==> src/rtl/fifo_rd_packer.sv <==
`default_nettype none
// ============================================================================
// Module      : fifo_rd_packer
// Description : Drains a fall-through FIFO read port and packs PACK words per
//               valid/ready output beat. Optional idle-timeout flush of partial
//               beats when FIFO_RD_PACKER_FLUSH_EN is defined.
// Revision    : 1.0 - initial release
// ============================================================================
module fifo_rd_packer #(
    parameter int DSIZE = 8,
    parameter int PACK  = 4,
    parameter int TMO   = 16
) (
    input  logic                  clk,
    input  logic                  rst,
    input  logic                  rempty,
    input  logic [DSIZE-1:0]      rdata,
    output logic                  rinc,
    output logic [DSIZE*PACK-1:0] m_data,
    output logic [PACK-1:0]       m_keep,
    output logic                  m_valid,
    input  logic                  m_ready
);
    localparam int CW = $clog2(PACK);
    localparam int AW = DSIZE * (PACK - 1);
    localparam logic [CW-1:0] C_LAST = CW'(PACK - 1);

    if (PACK < 2 || PACK > 16 || TMO < 1 || TMO > 255) begin : g_param_check
        $error("fifo_rd_packer: PACK must be 2..16 and TMO 1..255");
    end

    logic [AW-1:0]         acc_q, acc_d;
    logic [CW-1:0]         acc_cnt_q, acc_cnt_d;
    logic [DSIZE*PACK-1:0] m_data_q, m_data_d;
    logic [PACK-1:0]       m_keep_q, m_keep_d;
    logic                  m_valid_q, m_valid_d;
    logic                  w_out_free;
    logic                  w_full;
    logic                  w_pop;

    assign w_out_free = !m_valid_q || m_ready;
    assign w_full     = (acc_cnt_q == C_LAST);
    // The final word of a beat may only be popped if the output stage can take it.
    assign w_pop      = !rempty && (!w_full || w_out_free);

`ifdef FIFO_RD_PACKER_FLUSH_EN
    localparam int IW = $clog2(TMO + 1);
    localparam logic [IW-1:0] C_TMO = IW'(TMO);

    logic [IW-1:0]         idle_q, idle_d;
    logic                  w_flush;
    logic [DSIZE*PACK-1:0] w_flush_data;
    logic [PACK-1:0]       w_flush_keep;

    assign w_flush = !w_pop && (idle_q == C_TMO) && (acc_cnt_q != '0) && w_out_free;

    always_comb begin
        w_flush_data = '0;
        w_flush_keep = '0;
        for (int i = 0; i < PACK - 1; i++) begin
            if (CW'(i) < acc_cnt_q) begin
                w_flush_data[i*DSIZE +: DSIZE] = acc_q[i*DSIZE +: DSIZE];
                w_flush_keep[i]                = 1'b1;
            end
        end
    end

    always_comb begin
        idle_d = idle_q;
        if (w_pop || (acc_cnt_q == '0) || w_flush) begin
            idle_d = '0;
        end else if (idle_q != C_TMO) begin
            idle_d = idle_q + 1'b1;
        end
    end

    always_ff @(posedge clk or posedge rst) begin
        if (rst) begin
            idle_q <= '0;
        end else begin
            idle_q <= idle_d;
        end
    end
`endif

    always_comb begin
        acc_d     = acc_q;
        acc_cnt_d = acc_cnt_q;
        m_data_d  = m_data_q;
        m_keep_d  = m_keep_q;
        m_valid_d = m_valid_q;
        if (m_valid_q && m_ready) begin
            m_valid_d = 1'b0;
        end
        if (w_pop) begin
            if (w_full) begin
                // A load overrides the acceptance clear, giving bubble-free beats.
                m_data_d  = {rdata, acc_q};
                m_keep_d  = '1;
                m_valid_d = 1'b1;
                acc_cnt_d = '0;
            end else begin
                for (int i = 0; i < PACK - 1; i++) begin
                    if (acc_cnt_q == CW'(i)) begin
                        acc_d[i*DSIZE +: DSIZE] = rdata;
                    end
                end
                acc_cnt_d = acc_cnt_q + 1'b1;
            end
        end
`ifdef FIFO_RD_PACKER_FLUSH_EN
        else if (w_flush) begin
            m_data_d  = w_flush_data;
            m_keep_d  = w_flush_keep;
            m_valid_d = 1'b1;
            acc_cnt_d = '0;
        end
`endif
    end

    always_ff @(posedge clk or posedge rst) begin
        if (rst) begin
            acc_q     <= '0;
            acc_cnt_q <= '0;
            m_data_q  <= '0;
            m_keep_q  <= '0;
            m_valid_q <= 1'b0;
        end else begin
            acc_q     <= acc_d;
            acc_cnt_q <= acc_cnt_d;
            m_data_q  <= m_data_d;
            m_keep_q  <= m_keep_d;
            m_valid_q <= m_valid_d;
        end
    end

    assign rinc    = w_pop;
    assign m_data  = m_data_q;
    assign m_keep  = m_keep_q;
    assign m_valid = m_valid_q;

endmodule
`default_nettype wire

==> config.mk <==
export PLATFORM = sky130hd
export DESIGN_NAME = fifo_rd_packer
export DESIGN_NICKNAME = d
export VERILOG_FILES = /design/src/rtl/fifo_rd_packer.sv
export SDC_FILE = /design/constraint.sdc
export NUM_CORES = 1
export LEC_CHECK = 0
export CAP_MARGIN = 20
export CORE_ASPECT_RATIO = 1.1
export CORE_UTILIZATION = 40
export DETAILED_ROUTE_END_ITERATION = 6
export SETUP_SLACK_MARGIN = 0.5
export SLEW_MARGIN = 20
export SYNTH_ARGS = -nofsm -noshare
export SYNTH_HDL_FRONTEND = slang
export SYNTH_SLANG_ARGS = --single-unit
==> constraint.sdc <==
create_clock -name clk -period 4.72 [get_ports clk]
set_input_delay 0.944 -clock clk [delete_from_list [all_inputs] [get_ports clk]]
set_output_delay 0.944 -clock clk [all_outputs]
set_load 0.02 [all_outputs]
==> out/qor.txt <==
Utilization after layout = 54.09%
Initial antenna violation count = 0
Worst Hold End = m_data[24]
Core Region = 0.005878 sq mm
Lkg Pwr = 1.393 nW
Worst EP required = 3.78 ns
Drt wl/cell = 14.82 microns
Setup WS pre-CTS = 1.388 ns
Unique masters post-synth = 18
Worst-margin pin slew = 0.5597 ns
Congestion Overflow GR = 0
IO Port Bufs = 49
Slew Limit Fails = 0
Resize count post-CTS = 0
Clock Path Buffers = 2
Die area = 0.006548 sq mm
Num CTS Buffers = 9
Setup-failing EPs final = 0
WL final = 4.136 mm
Drt drc = 0
Hold_ws = 0.4901 ns
Post-Route Setup TNS = 0 ns
CTS Root Cell = clkbuf_8
Crit end category = primary output
Mapped Area = 0.002491 sq mm
# rows = 29
Post-CTS setup buffers = 0
Syn Nets = 161
Via density = 4.749
TritonCTS clock tree = yes
H-Tree Depth = 3
Slew Limit Headroom = 62.68%
Status = complete, no violations
Total of max-cap violations = 0
Reg-to-reg slack, setup = 2.99 ns
RSZ-0062 raised after global routing = no
Setup Skew = 0.005987 ns
Fillcell total = 498
Final setup margin = 1.388 ns
Post-DP HPWL = 2.764 mm
Largest net degree at the start of global routing = 38
Clock-pin slew on the worst setup and hold paths = 0.06 ns
Sink Count = 60
CTS Hold Bufs = 0
Total number of vias = 1,325
Total chip power = 2.342 mW
Starting Density = 42.38%
Crit Path Category = input port to primary output
Synth warn = 0
Detailed Routing Iterations Pass 1 = 2
Worst Setup Start Kind = input port
Clk_lat worst skew = 0.33 ns
GRT Total Usage = 14.43%
I/O pin total = 50
Cell area power density = 736.8 mW/mm^2
Reg2reg end = m_data[1]
Die width = 77.25 microns
Final critical-path required period = 3.332 ns
Fmax = 0.3001 GHz
Number of global-route vias before repair = 1,424
Worst EP arrival = 2.39 ns
WHS Path Cells = 1
Tcrit/Tclk final = 70.60%
Maximum VDD drop = 0.3077 mV
Placer Congestion = 0.7532
P&R area growth vs syn = 27.62%
Global-route wire length before repair = 7.079 mm
Post-Syn Area per Cell = 17.18 sq um
Initial DRC count = 66
Layout cells sized above 1 = 39.11%
Antenna diodes = 0
Gate Count Post-Synth = 145
Hold path start = m_data[24]
Critical path peak fanout = 3
R2R cell count = 4
Number of synthesized register bits = 60
Die Height = 84.77 microns
Hold Path Class = register to register
R2R Path Start = acc_cnt_q[1]
Nets = 213
ANT nets after route = 0
Register area share after synthesis = 60.27%
Final hold viol count = 0
[worst max path at each step]
stage                     slack (ns)    start            to  cells after the start
after floorplan                 2.29      rst  acc_cnt_q[0]                      1
after global placement          1.40  m_ready          rinc                      4
after detailed placement        1.39  m_ready          rinc                      4
after CTS                       1.38  m_ready          rinc                      4
after global routing            1.34  m_ready          rinc                      4
final                           1.39  m_ready          rinc                      4
[worst max-delay path, cell delays in order]
cell	delay, ns
clkdlybuf4s50_1	0.50
nor2b_4	0.07
a21oi_1	0.23
clkdlybuf4s50_1	0.65
[through the flow]
stage                     cell area (sq um)  std cells
after floorplan                        2491        145
after global placement                 2995        263
final                                  3179        279
after detailed placement               2995        263
after global routing                   3179        279
after CTS                              3179        279
[kinds of logic (layout without fill, tap and decap cells)]
| logic type | after synthesis | count (layout) | synth area share (%) |
|---|---|---|---|
| AOI/OAI and AO/OA | 2 | 2 | 0.4014 |
| adders and majority gates | 4 | 4 | 2.009 |
| buffers and inverters | 12 | 69 | 4.068 |
| DFF | 60 | 60 | 60.27 |
| muxes | 57 | 57 | 29.38 |
| and+or+nand+nor | 10 | 10 | 3.868 |
[routing by layer]
layer | GRT usage (%) | routed length [microns]
met1 | 19.19 | 1921
met2 | 20.76 | 1943
met3 | 3.478 | 154
met4 | 9.949 | 117
met5 | 0 | 0
[synthesized netlist by cell type, drive strengths merged]
master	n	area share [%]
nor2b	1	0.55
o21ai	1	0.20
and2	3	1.1
mux2	57	29
a21oi	1	0.20
inv	3	0.45
nand2b	2	0.80
dfrtp	60	60
or2	1	0.25
nor2	2	1.1
ha	4	2.0
buf	9	3.6
nand2	1	0.15
[report_power, final]
group / switching, mW / total [mW] / internal [mW]
Sequential: 0.139 / 0.914 / 0.775
Clock: 0.185 / 0.426 / 0.241
Combinational: 0.410 / 1.00 / 0.592
Total: 0.734 / 2.34 / 1.61
[sequential cells by signal (all words and copies together) (netlist names)]
register / cells
m_data: 32
acc_cnt_q: 2
m_valid: 1
acc_q: 24
m_keep: 1
[cell usage in the layout (no fill, tap or decap)]
cell             instances
a21oi_1                  1
and2_4                   3
buf_4                    1
bufinv_16                1
clkbuf_1                 2
clkbuf_8                 9
clkdlybuf4s50_1         49
clkinv_2                 3
clkinvlp_4               1
dfrtp_1                 60
ha_1                     4
inv_1                    2
inv_2                    1
mux2_1                   2
mux2_2                  31
mux2_4                  24
nand2_1                  1
nand2b_1                 1
nand2b_4                 1
nor2_2                   1
nor2_8                   1
nor2b_4                  1
o21ai_0                  1
or2_2                    1
[cell type report]
cell class	instances	area (sq um)	area share [%]
Inverter	3	11.26	0.3542
Tap cell	77	96.34	3.030
Clock buffer	11	131.4	4.132
Sequential cell	60	1501	47.23
Multi-Input combinational cell	73	888.4	27.94
Timing Repair Buffer	50	498.0	15.66
Clock inverter	5	52.55	1.653
Power figures use the tool's default switching activity.
